[src/rtl/mult_requester.sv]
// mult_requester: initiator for the signed parity-protected multiplier
// req/ack protocol. It accepts one operand pair at a time on a valid/ready
// command port and drives req/arg_* toward the responder. It then waits for
// ack and result_rdy, checks the returned result parity, and presents one
// response word per command on a valid/ready response port.
//
// Ports
//   clk, rst_n                     clock, asynchronous active-low reset
//   cmd_valid/cmd_ready            command handshake (cmd_ready is a state decode)
//   cmd_a, cmd_b, cmd_inject       signed operands, parity-inversion request
//   rsp_valid/rsp_ready            response handshake
//   rsp_result, rsp_arg_err,
//   rsp_res_perr, rsp_timeout      response payload and status flags
//   arg_a, arg_b, arg_*_parity,
//   req                            request side toward the responder
//   ack, result, result_parity,
//   result_rdy, arg_parity_error   responder return path
module mult_requester #(
    parameter int unsigned DATA_W  = 16,
    parameter int unsigned TIMEOUT = 64
) (
    input  logic                  clk,
    input  logic                  rst_n,
    input  logic                  cmd_valid,
    output logic                  cmd_ready,
    input  logic [DATA_W-1:0]     cmd_a,
    input  logic [DATA_W-1:0]     cmd_b,
    input  logic [1:0]            cmd_inject,
    output logic                  rsp_valid,
    input  logic                  rsp_ready,
    output logic [2*DATA_W-1:0]   rsp_result,
    output logic                  rsp_arg_err,
    output logic                  rsp_res_perr,
    output logic                  rsp_timeout,
    output logic [DATA_W-1:0]     arg_a,
    output logic [DATA_W-1:0]     arg_b,
    output logic                  arg_a_parity,
    output logic                  arg_b_parity,
    output logic                  req,
    input  logic                  ack,
    input  logic [2*DATA_W-1:0]   result,
    input  logic                  result_parity,
    input  logic                  result_rdy,
    input  logic                  arg_parity_error
);

    localparam int unsigned RES_W = 2 * DATA_W;
    localparam int unsigned CNT_W = $clog2(TIMEOUT + 1);

    localparam logic [1:0] S_IDLE     = 2'd0;
    localparam logic [1:0] S_REQ      = 2'd1;
    localparam logic [1:0] S_WAIT_RDY = 2'd2;
    localparam logic [1:0] S_RSP      = 2'd3;

    logic [1:0]        r_state;
    logic [CNT_W-1:0]  r_cnt;
    logic              r_run;
    logic              r_req;
    logic [DATA_W-1:0] r_arg_a;
    logic [DATA_W-1:0] r_arg_b;
    logic              r_arg_a_par;
    logic              r_arg_b_par;
    logic              r_rsp_valid;
    logic [RES_W-1:0]  r_rsp_result;
    logic              r_rsp_arg_err;
    logic              r_rsp_res_perr;
    logic              r_rsp_timeout;

    logic [1:0]        w_state_nxt;
    logic [CNT_W-1:0]  w_cnt_nxt;
    logic              w_req_nxt;
    logic [DATA_W-1:0] w_arg_a_nxt;
    logic [DATA_W-1:0] w_arg_b_nxt;
    logic              w_arg_a_par_nxt;
    logic              w_arg_b_par_nxt;
    logic              w_rsp_valid_nxt;
    logic [RES_W-1:0]  w_rsp_result_nxt;
    logic              w_rsp_arg_err_nxt;
    logic              w_rsp_res_perr_nxt;
    logic              w_rsp_timeout_nxt;
    logic              w_limit;
    logic              w_capture;
    logic              w_abort;

    // r_run keeps cmd_ready low while reset is held and until the first edge after release
    assign cmd_ready = r_run && (r_state == S_IDLE);

    assign req          = r_req;
    assign arg_a        = r_arg_a;
    assign arg_b        = r_arg_b;
    assign arg_a_parity = r_arg_a_par;
    assign arg_b_parity = r_arg_b_par;
    assign rsp_valid    = r_rsp_valid;
    assign rsp_result   = r_rsp_result;
    assign rsp_arg_err  = r_rsp_arg_err;
    assign rsp_res_perr = r_rsp_res_perr;
    assign rsp_timeout  = r_rsp_timeout;

    // Next-state and next-output decode
    always_comb begin
        w_state_nxt        = r_state;
        w_cnt_nxt          = r_cnt;
        w_req_nxt          = r_req;
        w_arg_a_nxt        = r_arg_a;
        w_arg_b_nxt        = r_arg_b;
        w_arg_a_par_nxt    = r_arg_a_par;
        w_arg_b_par_nxt    = r_arg_b_par;
        w_rsp_valid_nxt    = r_rsp_valid;
        w_rsp_result_nxt   = r_rsp_result;
        w_rsp_arg_err_nxt  = r_rsp_arg_err;
        w_rsp_res_perr_nxt = r_rsp_res_perr;
        w_rsp_timeout_nxt  = r_rsp_timeout;
        w_capture          = 1'b0;
        w_abort            = 1'b0;
        // Counter holds the number of waiting edges already spent; this edge is the last allowed
        w_limit            = (r_cnt >= CNT_W'(TIMEOUT - 1));

        case (r_state)
            S_IDLE: begin
                if (cmd_valid && cmd_ready) begin
                    w_arg_a_nxt     = cmd_a;
                    w_arg_b_nxt     = cmd_b;
                    w_arg_a_par_nxt = (^cmd_a) ^ cmd_inject[0];
                    w_arg_b_par_nxt = (^cmd_b) ^ cmd_inject[1];
                    w_cnt_nxt       = '0;
                    w_req_nxt       = 1'b1;
                    w_state_nxt     = S_REQ;
                end
            end
            S_REQ: begin
                // result_rdy alone implies the ack; events beat the timeout on the same edge
                if (result_rdy) begin
                    w_capture = 1'b1;
                end else if (ack) begin
                    w_req_nxt   = 1'b0;
                    w_cnt_nxt   = r_cnt + CNT_W'(1);
                    w_state_nxt = S_WAIT_RDY;
                end else if (w_limit) begin
                    w_abort = 1'b1;
                end else begin
                    w_cnt_nxt = r_cnt + CNT_W'(1);
                end
            end
            S_WAIT_RDY: begin
                if (result_rdy) begin
                    w_capture = 1'b1;
                end else if (w_limit) begin
                    w_abort = 1'b1;
                end else begin
                    w_cnt_nxt = r_cnt + CNT_W'(1);
                end
            end
            S_RSP: begin
                if (rsp_ready) begin
                    w_rsp_valid_nxt = 1'b0;
                    w_state_nxt     = S_IDLE;
                end
            end
            default: begin
                w_state_nxt = S_IDLE;
            end
        endcase

        // Result parity is meaningless when the responder rejected the operands
        if (w_capture) begin
            w_req_nxt          = 1'b0;
            w_rsp_valid_nxt    = 1'b1;
            w_rsp_result_nxt   = result;
            w_rsp_arg_err_nxt  = arg_parity_error;
            w_rsp_res_perr_nxt = ((^result) != result_parity) && !arg_parity_error;
            w_rsp_timeout_nxt  = 1'b0;
            w_state_nxt        = S_RSP;
        end

        if (w_abort) begin
            w_req_nxt          = 1'b0;
            w_rsp_valid_nxt    = 1'b1;
            w_rsp_result_nxt   = '0;
            w_rsp_arg_err_nxt  = 1'b0;
            w_rsp_res_perr_nxt = 1'b0;
            w_rsp_timeout_nxt  = 1'b1;
            w_state_nxt        = S_RSP;
        end
    end

    // State and registered outputs
    always_ff @(posedge clk or negedge rst_n) begin
        if (!rst_n) begin
            r_state        <= S_IDLE;
            r_cnt          <= '0;
            r_run          <= 1'b0;
            r_req          <= 1'b0;
            r_arg_a        <= '0;
            r_arg_b        <= '0;
            r_arg_a_par    <= 1'b0;
            r_arg_b_par    <= 1'b0;
            r_rsp_valid    <= 1'b0;
            r_rsp_result   <= '0;
            r_rsp_arg_err  <= 1'b0;
            r_rsp_res_perr <= 1'b0;
            r_rsp_timeout  <= 1'b0;
        end else begin
            r_state        <= w_state_nxt;
            r_cnt          <= w_cnt_nxt;
            r_run          <= 1'b1;
            r_req          <= w_req_nxt;
            r_arg_a        <= w_arg_a_nxt;
            r_arg_b        <= w_arg_b_nxt;
            r_arg_a_par    <= w_arg_a_par_nxt;
            r_arg_b_par    <= w_arg_b_par_nxt;
            r_rsp_valid    <= w_rsp_valid_nxt;
            r_rsp_result   <= w_rsp_result_nxt;
            r_rsp_arg_err  <= w_rsp_arg_err_nxt;
            r_rsp_res_perr <= w_rsp_res_perr_nxt;
            r_rsp_timeout  <= w_rsp_timeout_nxt;
        end
    end

endmodule
[config.mk]
export PLATFORM = sky130hd
export DESIGN_NAME = mult_requester
export DESIGN_NICKNAME = d
export VERILOG_FILES = /design/src/rtl/mult_requester.sv
export SDC_FILE = /design/constraint.sdc
export NUM_CORES = 1
export LEC_CHECK = 0
export ABC_AREA = 1
export CORE_MARGIN = 5
export CORE_UTILIZATION = 50
export CTS_BUF_LIST = sky130_fd_sc_hd__clkbuf_16
export CTS_CLUSTER_SIZE = 28
export DETAILED_ROUTE_END_ITERATION = 8
export PLACE_DENSITY_LB_ADDON = 0.12
export SYNTH_ARGS = -nofsm -noshare
export SYNTH_HDL_FRONTEND = slang
export SYNTH_SLANG_ARGS = --single-unit
[constraint.sdc]
create_clock -name clk -period 4.87 [get_ports clk]
set_clock_uncertainty 0.1 [all_clocks]
set_input_delay 1.2175 -clock clk [delete_from_list [all_inputs] [get_ports clk]]
set_output_delay 1.2175 -clock clk [all_outputs]
set_load 0.05 [all_outputs]
## Word level (Yosys, flattened, before mapping)

Cells that the tools add are included.

| word-level totals | value |
|---|---|
| register bits | 81 |
| latch bits | 0 |
| bits in writable memories | 0 |
| ROM bits | 0 |
| output and inout port bits | 72 |
| word-level logic and storage cells | 86 |
| memories | 0 |

| cells by class | value |
|---|---|
| $add $sub $neg | 1 |
| multipliers | 0 |
| div/mod/pow operators | 0 |
| order comparisons | 1 |
| equal/unequal tests | 11 |
| shifts and indexed selects | 0 |
| muxes and demuxes | 38 |
| bitwise gates (word level) | 2 |
| reduce and logical (&&, ||, !) cells | 20 |

Operator list:

| operator | count |
|---|---|
| $mux W32 | 2 |
| $mux W7 | 5 |
| $reduce_xor A16 Y1 | 2 |
| $reduce_xor A32 Y1 | 1 |
| $mux W1 | 21 |
| $pmux W7 S3 | 1 |
| $mux W2 | 6 |
| $ne A4 B4 Y1 const B | 3 |
| $reduce_bool A3 Y1 | 3 |
| $reduce_and A4 Y1 | 2 |
| $add A7 B1 Y7 const B | 1 |
| $ge A7 B6 Y1 const B | 1 |
| $pmux W2 S3 | 1 |
| $reduce_and A5 Y1 | 1 |
| $reduce_bool A5 Y1 | 1 |
| $eq A2 B2 Y1 const B | 2 |
| $ne A2 B2 Y1 const B | 2 |
| $ne A4 B3 Y1 const B | 1 |
| $pmux W1 S2 | 2 |
| $reduce_and A2 Y1 | 2 |
| $reduce_bool A4 Y1 | 1 |
| $logic_and A1 B1 Y1 | 3 |
| $eq A2 B1 Y1 const B | 1 |
| $logic_not A2 Y1 | 1 |
| 6 further kinds | 7 |

## Logic depth before layout (Yosys ltp)

Gate-level depths: netlist (run 1).

| depth | value |
|---|---|
| depth after elaboration | 7 |
| depth in mapped cells | 15 |
| mapped depth without buffers | 15 |

## Worst setup path after synthesis (run 1)

Ideal clock, no wire load.

| path | value |
|---|---|
| path type | input to register |
| start point | input port result_rdy |
| end point | register r_state[0] |
| library setup time | 0.117 ns |
| arrival | 2.182 ns |
| path slack | 2.471 ns |
| cell stages on the path | 10 |
| buffers on the path | 1 |
| cell sequence | buf_2 > nand2_2 > inv_2 > nor2_1 > o21ai_1 > inv_1 > nor2_2 > nand2_1 > nand2_1 > nand2_1 |

| on the way | value |
|---|---|
| word-level cells in the longest chain between the ends | 4 |

RTL lines:

| item | line | RTL |
|---|---|---|
| from (decl) | 43 | `input logic result_rdy,` |
| $mux W1 (on tied branches) | 145, 132 |  |
| $pmux W1 S2 or $mux W1 (tied branches) | n/a |  |
| $ne A4 B3 Y1 (no source line) (tied with other cells) | n/a |  |
| $reduce_and A5 Y1 (no source line) or $mux W2 (tied branches) | n/a |  |
| to (signal assigned) | 203 | `r_state <= w_state_nxt;` |
| to (decl) | 55 | `logic [1:0] r_state;` |

Parallel ways exist; a longest one is shown, timed or not.
A chain may end at the register's enable or synchronous reset.

## Final worst setup path (run 1)

| path | value |
|---|---|
| start point | register r_state[0] |
| end point | output port cmd_ready |

| on the way | value |
|---|---|
| word-level cells in the longest chain between the ends | 2 |

RTL lines:

| item | line | RTL |
|---|---|---|
| $logic_not A2 Y1 | 86 | `assign cmd_ready = r_run && (r_state == S_IDLE);` |
| $logic_and A1 B1 Y1 | 86 |  |
| to (decl) | 25 | `output logic cmd_ready,` |

Every way passes these cells.

==> flow_summary.json, run 1 <==
{
  "port-buffer-count": 145,
  "grt_start_max_net_pins": 82,
  "synthToLayoutAreaGrowth_pct": 40.1,
  "hold_end": "arg_a[2]$_DFFE_PN0P_",
  "remaining_drcs": 0,
  "post-route-min-period_ns": 3.41,
  "crit_path_cell_trace": "inv_1, ha_1, nand2_1, inv_1, clkdlybuf4s50_1",
  "syn-cell-area_um2": 4490,
  "max_stage_delay_ns": 0.82,
  "worstSetupEndpointType": "output port",
  "first_pass_iters": 4,
  "total_cts_buffers": 9,
  "die_width_um": 105,
  "critPathArrivalTime_ns": 2.10,
  "postSynth.topFlopCell": "dfrtp_1",
  "die_area_um2": 11000,
  "dp_cells": 835,
  "netlist_instances": 596,
  "criticalPathCategory": "flop to output port",
  "setup.worst_path.start_class": "flop",
  "die_h_um": 105,
  "route.detailed.vias_per_inst": 4.98,
  "cp_data_required_time_ns": 3.55,
  "initialDrtViolationCount": 183,
  "grt_overflow": 0,
  "crit-reg2reg-launch": "r_state[0]$_DFFE_PN0P_",
  "fin_hold_ws_ns": 0.379,
  "dp_hpwl_mm": 8.63,
  "initial_util_pct": 51.5,
  "synthDistinctLibCells": 34,
  "async_reset_ff_share_pct": 100,
  "htree_levels": 3,
  "worst_skew_pair.late_latency_ns": 0.33,
  "worst_pin_slew_ns": 1.02,
  "worst_hold_path_type": "flop to flop",
  "synth_enable_flop_cells": 0,
  "layout_cells_excl_fill": 851,
  "num-nets-final": 818,
  "timing.critical_path.fanout_max": 5,
  "drive_above_1_share_pct": 5.11,
  "whs_path_depth": 2,
  "via_count_of_the_first_global_routing_pass": 4352,
  "cells_taking_the_most_area_after_synthesis": "dfrtp_1 (45%), nand2_1 (24%), xnor2_1 (4.9%)",
  "synth_area_leader_cell": "dfrtp_1",
  "synth_most_common_cell": "nand2_1",
  "clock_tree.root_cell": "clkbuf_16",
  "setup_total_negative_slack_ns": 0,
  "reg2reg_setup_slack_ns": 1.98,
  "cts.reportedPaths.clkPinSlew_ns": 0.06,
  "max-clock-path-buffers": 2,
  "placement.setup.worst_slack_ns": 1.26,
  "power_leakage_nw": 3.22,
  "fillerInstances": 680,
  "hp-start": "arg_a[2]$_DFFE_PN0P_",
  "timing.critical_path.mode_cell": "inv_1",
  "synth.cells.most_frequent": "nand2_1 (282), dfrtp_1 (81), inv_1 (56)",
  "coreArea_um2": 8720,
  "power.density_cell_area_nw_per_um2": 694,
  "grt_setup_unrepaired": "false",
  "slew-limit-headroom_pct": 32.3,
  "num_io_pins": 146,
  "status": "completed",
  "final.period_utilization_pct": 70.1,
  "post_cts_buffers": 0,
  "ys_seq_elements": 81,
  "grt.total_usage_pct": 21.8,
  "vias": 4239,
  "ys.warnings.count": 0,
  "wl_mm": 11.7,
  "timing.final.hold_violations": 0,
  "peakVddDrop_mv": 0.428,
  "drv_cap": 0,
  "detail-route-antenna-nets": 0,
  "cts_tree": "built",
  "post_synth.cell_area_avg_um2": 7.53,
  "reg2reg_depth": 13,
  "globalplace.congestion": 0.875,
  "regToRegEndpoint": "r_cnt[4]$_DFFE_PN0P_",
  "fp-row-count": 34,
  "insertedDiodeCount": 0,
  "final_critical_path_setup_slack_ns": 1.46,
  "grt_pass1_wl_mm": 20.1,
  "family_of_cells_with_the_greatest_summed_delay_on_the_critical_path": "buffers and inverters",
  "cpMaxStageDelayCell": "clkdlybuf4s50_1",
  "route.detailed.wl_per_inst_um": 13.8,
  "clock-sinks": 81,
  "grt_antenna_before_repair": 0,
  "worst-path-buf-inv": 3,
  "post_cts_hold_buffer_count": 0,
  "fmaxAchievable_ghz": 0.293,
  "final_max_slew_viol_count": 0,
  "placed_cell_area_um2": 5990,
  "stdcell_area_um2": 6290,
  "synth_sequential_area_ratio_pct": 45.2,
  "count_of_endpoints_failing_setup_in_the_final_report": 0,
  "synth.net_count": 676,
  "cts-resized-gates": 0,
  "synth_top_cell_area_share_pct": 45.2
}
## metal layers
metal  share of wire [%]  wire [um]  up-vias  GRT usage [%]
met3                 5.0        591       10           4.81
met5                   0          0        -              0
li1                    -          -     2138              -
met2                  49       5780      102           36.8
met1                  45       5230     1989           27.9
met4                0.94        110        0           7.03
## worst min-delay path: stages (launching register included)
cell and delay, ns:
dfrtp_1 0.34, nand2_1 0.05, nand2_1 0.06
## power by group
group	switching, mW	leakage (nW)	internal (mW)	total, mW
combinational	1.70	2.07	0.836	2.54
sequential	0.185	1.01	0.971	1.16
clock	0.274	0.143	0.397	0.671
## stage by stage
step	total power, mW	utilization [%]
global route	4.63	72.1
floorplan	2.87	-
global placement	3.65	68.7
finish	4.37	72.1
CTS	4.40	72.1
detailed placement	3.70	68.7
## cell families after synthesis
kind of cell	synth area share (%)
AO/OA/AOI/OAI	8.33
XOR/XNOR	7.61
adder cells (fa/ha/maj)	1.67
buffers and inverters	6.86
flip-flops	45.2
other	0.0835
AND/OR/NAND/NOR	30.3
## cell type report
| cell class | count | area, um^2 | share of cell area [%] |
|---|---|---|---|
| clock inverter | 7 | 71.3 | 1.13 |
| timing repair buffer | 145 | 1450 | 23.0 |
| multi-input combinational | 440 | 2150 | 34.2 |
| clock buffer | 9 | 225 | 3.58 |
| inverter | 61 | 229 | 3.64 |
| tap | 108 | 135 | 2.15 |
| sequential | 81 | 2030 | 32.2 |
## state kept, by name (all words and copies together), names as in the netlist
signal and cells:
arg_a 16, rsp_res_perr 1, rsp_result 32, rsp_arg_err 1
r_cnt 7, r_run 1, r_state 2, arg_b_parity 1
arg_b 16, rsp_valid 1, rsp_timeout 1, arg_a_parity 1
req 1
## placed cells by master, fill, tap and decap left out, drive strengths merged
cell,instances
bufinv,1
a21boi,1
clkdlybuf4s50,144
xnor2,25
a21oi,3
dfrtp,81
clkbuf,9
nor4,1
nor2,23
inv,63
a31oi,1
nor3,3
conb,1
nand3,18
o31ai,1
a31o,1
clkinvlp,2
o22ai,1
nand3b,3
ha,6
xor2,14
o21a,1
nand2,288
a32o,6
a22o,10
buf,1
clkinv,2
nand4,1
o41ai,1
o21ai,31
## how the worst max path moves through the flow
| stage | from | endpoint | slack, ns | depth (start not counted) |
|---|---|---|---|---|
| 3_5_place_dp | cmd_valid | r_cnt[4]$_DFFE_PN0P_ | 1.26 | 10 |
| 5_1_grt | cmd_valid | r_cnt[5]$_DFFE_PN0P_ | 1.36 | 9 |
| 4_1_cts | r_state[0]$_DFFE_PN0P_ | cmd_ready | 1.45 | 5 |
| 3_3_place_gp | cmd_valid | r_cnt[4]$_DFFE_PN0P_ | 1.32 | 10 |
| 2_1_floorplan | result_rdy | r_state[0]$_DFFE_PN0P_ | 2.47 | 10 |
| 6_report | r_state[0]$_DFFE_PN0P_ | cmd_ready | 1.46 | 5 |
Note: power is estimated with default switching activity, not from simulation.
==> run 2: changes to the inputs <==
--- a/config.mk
+++ b/config.mk
@@ -7,7 +7,7 @@
 export LEC_CHECK = 0
 export ABC_AREA = 1
 export CORE_MARGIN = 5
-export CORE_UTILIZATION = 50
+export CORE_UTILIZATION = 47
 export CTS_BUF_LIST = sky130_fd_sc_hd__clkbuf_16
 export CTS_CLUSTER_SIZE = 28
 export DETAILED_ROUTE_END_ITERATION = 8
==> constraint.sdc (replaced) <==
create_clock -name clk -period 3.27 [get_ports clk]
set_clock_uncertainty 0.1 [all_clocks]
set_input_delay 0.8175 -clock clk [delete_from_list [all_inputs] [get_ports clk]]
set_output_delay 0.8175 -clock clk [all_outputs]
set_load 0.05 [all_outputs]
==> flow_summary.json, run 2 (synthesized netlist as in run 1, its figures left out) <==
{
  "cts-resized-gates": 0,
  "grt_pass1_wl_mm": 20.3,
  "post-route-min-period_ns": 2.99,
  "die_width_um": 108,
  "worst_skew_pair.late_latency_ns": 0.33,
  "first_pass_iters": 4,
  "grt_antenna_before_repair": 0,
  "route.detailed.vias_per_inst": 4.85,
  "grt.total_usage_pct": 21.6,
  "placed_cell_area_um2": 6070,
  "coreArea_um2": 9280,
  "status": "completed",
  "reg2reg_depth": 11,
  "setup.worst_path.start_class": "flop",
  "worst_pin_slew_ns": 0.599,
  "slew-limit-headroom_pct": 60.1,
  "dp_hpwl_mm": 9.19,
  "timing.final.hold_violations": 0,
  "grt_overflow": 0,
  "commonest_non_fill_non_tap_cells_in_the_layout": "nand2_1 (282), clkdlybuf4s50_1 (144), dfrtp_1 (81)",
  "mostFrequentLayoutCell": "nand2_1",
  "post_cts_hold_buffer_count": 0,
  "globalplace.congestion": 0.844,
  "initial_util_pct": 48.4,
  "clock-sinks": 81,
  "die_h_um": 108,
  "cts.reportedPaths.clkPinSlew_ns": 0.06,
  "drv_cap": 0,
  "final_max_slew_viol_count": 0,
  "fp-row-count": 35,
  "synthToLayoutAreaGrowth_pct": 41.5,
  "timing.critical_path.mode_cell": "inv_1",
  "num_io_pins": 146,
  "cpMaxStageDelayCell": "clkdlybuf4s50_1",
  "critPathArrivalTime_ns": 2.07,
  "worstSetupEndpointType": "output port",
  "stdcell_area_um2": 6350,
  "via_count_of_the_first_global_routing_pass": 4400,
  "power_leakage_nw": 3.24,
  "route.detailed.wl_per_inst_um": 13.7,
  "vias": 4266,
  "final.period_utilization_pct": 91.4,
  "port-buffer-count": 145,
  "drive_above_1_share_pct": 6.13,
  "total_cts_buffers": 9,
  "grt_start_max_net_pins": 46,
  "wl_mm": 12.1,
  "detail-route-antenna-nets": 0,
  "fin_total_pwr_mw": 6.48,
  "peakVddDrop_mv": 0.641,
  "cp_data_required_time_ns": 2.35,
  "remaining_drcs": 0,
  "fmaxAchievable_ghz": 0.335,
  "initialDrtViolationCount": 172,
  "post_cts_buffers": 0,
  "die_area_um2": 11600,
  "cts_tree": "built",
  "max_stage_delay_ns": 0.82,
  "count_of_endpoints_failing_setup_in_the_final_report": 0,
  "num-nets-final": 825,
  "timing.critical_path.fanout_max": 5,
  "max-clock-path-buffers": 2,
  "fillerInstances": 814,
  "criticalPathCategory": "flop to output port",
  "clock_tree.root_cell": "clkbuf_16",
  "htree_levels": 3,
  "power.density_cell_area_nw_per_um2": 1020,
  "grt_setup_unrepaired": "false",
  "insertedDiodeCount": 0,
  "largest_reg_flops": 32,
  "worst_hold_path_type": "input pin to asynchronous set/reset pin",
  "crit_path_cell_trace": "inv_1, ha_1, nand2_1, inv_1, clkdlybuf4s50_1",
  "setup_total_negative_slack_ns": 0
}
run 2: changes by cell type in the layout (fill, tap and decap cells not counted), sizes merged:
cell / previous run / this run
clkinv: 2 / 1
bufinv: 1 / 0
buf: 1 / 8
inv: 63 / 64
clkinvlp: 2 / 3
run 2: cell type report:
cell class / count / area (um^2) / share of cell area [%]
Clock inverter: 7 / 53.8 / 0.847
Sequential cell: 81 / 2030 / 31.9
Inverter: 61 / 229 / 3.60
Clock buffer: 9 / 225 / 3.55
Tap cell: 129 / 161 / 2.54
Multi-Input combinational cell: 440 / 2150 / 33.9
Timing Repair Buffer: 152 / 1500 / 23.6
run 2: through the flow:
| stage | util [%] | hold slack [ns] | std cells | setup slack [ns] |
|---|---|---|---|---|
| after floorplan | - | 0.410 | 596 | 1.18 |
| after global placement | 65.4 | 0.363 | 863 | 0.630 |
| after detailed placement | 65.4 | 0.365 | 863 | 0.545 |
| after CTS | 68.4 | 0.383 | 879 | 0.274 |
| after global routing | 68.4 | 0.393 | 879 | 0.168 |
| final | 68.4 | 0.376 | 879 | 0.281 |
run 2: worst paths after layout:
path	from	to	slack (ns)
setup / recovery	r_state[0]$_DFFE_PN0P_	cmd_ready	0.28
hold / removal	rst_n	arg_a[5]$_DFFE_PN0P_	0.38
setup reg to reg	r_state[0]$_DFFE_PN0P_	r_state[1]$_DFFE_PN0P_	0.81
hold reg to reg	arg_a[4]$_DFFE_PN0P_	arg_a[4]$_DFFE_PN0P_	0.38
max in group asynchronous	rst_n	rsp_result[18]$_DFFE_PN0P_	1.97
min in group clk	arg_a[4]$_DFFE_PN0P_	arg_a[4]$_DFFE_PN0P_	0.38
run 2: critical path: cells and delay by family, from the launching register on:
family | cells | cell delay [ns]
simple gates | 1 | 0.07
fa+ha+maj | 1 | 0.23
buf+inv | 3 | 1.03
flops | 1 | 0.43
run 2: per-layer routing:
| layer | track usage, % | vias to the layer above | part of all wire (%) |
|---|---|---|---|
| met5 | 0 | - | 0 |
| met2 | 36.3 | 115 | 50 |
| met1 | 27.4 | 1982 | 43 |
| met4 | 7.12 | 0 | 2.4 |
| met3 | 4.92 | 23 | 4.6 |
| li1 | - | 2146 | - |
run 2: report_power, final:
group	total (mW)	switching, mW	internal, mW
combinational	3.80	2.53	1.27
clock	0.948	0.427	0.521
sequential	1.72	0.278	1.45
total	6.48	3.24	3.24
==> run 3: changes to the inputs <==
--- a/config.mk
+++ b/config.mk
@@ -6,9 +6,10 @@
 export NUM_CORES = 1
 export LEC_CHECK = 0
 export ABC_AREA = 1
+export CAP_MARGIN = 10
 export CORE_MARGIN = 5
-export CORE_UTILIZATION = 47
-export CTS_BUF_LIST = sky130_fd_sc_hd__clkbuf_16
+export CORE_UTILIZATION = 48
+export CTS_BUF_LIST = sky130_fd_sc_hd__clkbuf_8
 export CTS_CLUSTER_SIZE = 28
 export DETAILED_ROUTE_END_ITERATION = 8
 export PLACE_DENSITY_LB_ADDON = 0.12
==> flow_summary.json, run 3 (synthesized netlist as in run 1, its figures left out) <==
{
  "power_leakage_nw": 3.22,
  "cts-resized-gates": 0,
  "peakVddDrop_mv": 0.673,
  "grt_setup_unrepaired": "false",
  "worst-path-buf-inv": 3,
  "total_cts_buffers": 9,
  "num_io_pins": 146,
  "detail-route-antenna-nets": 0,
  "remaining_drcs": 0,
  "mostFrequentLayoutCell": "nand2_1",
  "crit_path_cell_trace": "inv_1, ha_1, nand2_1, inv_1, clkdlybuf4s50_1",
  "critPathArrivalTime_ns": 2.08,
  "cpMaxStageDelayCell": "clkdlybuf4s50_1",
  "route.detailed.vias_per_inst": 4.92,
  "post_cts_buffers": 0,
  "fp-row-count": 35,
  "fmaxAchievable_ghz": 0.334,
  "clock_tree.root_cell": "clkbuf_8",
  "slew-limit-headroom_pct": 62.2,
  "worst_pin_slew_ns": 0.566,
  "synthToLayoutAreaGrowth_pct": 39.4,
  "max_stage_delay_ns": 0.82,
  "grt_start_max_net_pins": 44,
  "timing.final.hold_violations": 0,
  "clock-sinks": 81,
  "finish.utilization_pct": 68.0,
  "coreArea_um2": 9200,
  "die_h_um": 107,
  "timing.critical_path.mode_cell": "inv_1",
  "cts.reportedPaths.clkPinSlew_ns": 0.08,
  "die_width_um": 107,
  "worstSetupEndpointType": "output port",
  "grt.total_usage_pct": 21.1,
  "initial_util_pct": 48.8,
  "htree_levels": 3,
  "dp_hpwl_mm": 8.98,
  "via_count_of_the_first_global_routing_pass": 4392,
  "grt_antenna_before_repair": 0,
  "cp-startpoint": "r_state[1]$_DFFE_PN0P_",
  "wl_mm": 11.7,
  "initialDrtViolationCount": 134,
  "setup_total_negative_slack_ns": 0,
  "final_max_slew_viol_count": 0,
  "fin_hold_ws_ns": 0.346,
  "worst_hold_path_type": "input pin to asynchronous set/reset pin",
  "post-route-min-period_ns": 2.99,
  "commonest_non_fill_non_tap_cells_in_the_layout": "nand2_1 (282), clkdlybuf4s50_1 (144), dfrtp_1 (81)",
  "setup.worst_path.start_class": "flop",
  "worst_skew_pair.late_latency_ns": 0.34,
  "first_pass_iters": 4,
  "grt_pass1_wl_mm": 19.7,
  "num-nets-final": 823,
  "port-buffer-count": 145,
  "crit-reg2reg-launch": "r_state[1]$_DFFE_PN0P_",
  "power.density_cell_area_nw_per_um2": 1010,
  "status": "completed",
  "grt_overflow": 0,
  "final.period_utilization_pct": 91.6,
  "fillerInstances": 765,
  "family_of_cells_with_the_greatest_summed_delay_on_the_critical_path": "buffers and inverters",
  "timing.critical_path.fanout_max": 5,
  "count_of_endpoints_failing_setup_in_the_final_report": 0,
  "die_area_um2": 11400,
  "drive_above_1_share_pct": 5.62,
  "vias": 4220,
  "post_cts_hold_buffer_count": 0,
  "route.detailed.wl_per_inst_um": 13.6,
  "largest_reg_flops": 32,
  "criticalPathCategory": "flop to output port",
  "cp_data_required_time_ns": 2.35,
  "globalplace.congestion": 0.843,
  "insertedDiodeCount": 0,
  "drv_cap": 0,
  "cts_tree": "built",
  "max-clock-path-buffers": 2
}
[run 3: cell types whose count changed in the layout (fill, tap and decap cells not counted), moves of 2 or more]
cell	previous run	this run
clkinvlp_4	3	1
clkbuf_16	9	0
buf_4	8	5
bufinv_16	0	2
inv_6	3	0
clkbuf_8	0	9
[run 3: power by group]
part / leakage, nW / switching [mW] / internal [mW]
Combinational: 2.09 / 2.53 / 1.27
Clock: 0.106 / 0.365 / 0.424
Sequential: 1.01 / 0.269 / 1.44
Total: 3.22 / 3.17 / 3.14
[run 3: final cells by class]
| cell class | count | area (um^2) | share of cell area, % |
|---|---|---|---|
| clock buffers | 9 | 124 | 1.98 |
| clock inverters | 6 | 85.1 | 1.36 |
| inverters | 61 | 229 | 3.66 |
| multi-input cells | 440 | 2150 | 34.4 |
| flip-flops and latches | 81 | 2030 | 32.4 |
| well taps | 111 | 139 | 2.22 |
| repair buffers | 150 | 1500 | 24.0 |
[run 3: routing by layer]
layer  routed length (um)  vias to the layer above  global-route usage, %
met5                    0                        -                      0
met4                  153                        0                   6.21
met3                  797                       14                   6.08
met2                 5720                      103                   36.5
met1                 5000                     1969                   25.5
li1                     -                     2134                      -
[run 3: final timing paths]
check	to	slack, ns	cells after the start
worst min register to register	arg_a[10]$_DFFE_PN0P_	0.38	2
max in group asynchronous	rsp_result[27]$_DFFE_PN0P_	2.09	2
min in group clk	arg_a[10]$_DFFE_PN0P_	0.38	2
worst max register to register	rsp_result[8]$_DFFE_PN0P_	0.87	10
worst min-delay path	arg_a[4]$_DFFE_PN0P_	0.35	1
worst max-delay path	cmd_ready	0.28	5
[run 3: metrics by stage]
step	power, mW	std cells	setup WS, ns	instance area, um^2
finish	6.31	858	0.275	6260
global route	6.67	858	0.213	6260
CTS	6.34	858	0.264	6260
detailed placement	5.55	843	0.445	6050
global placement	5.47	843	0.507	6050
floorplan	4.27	596	1.18	4490
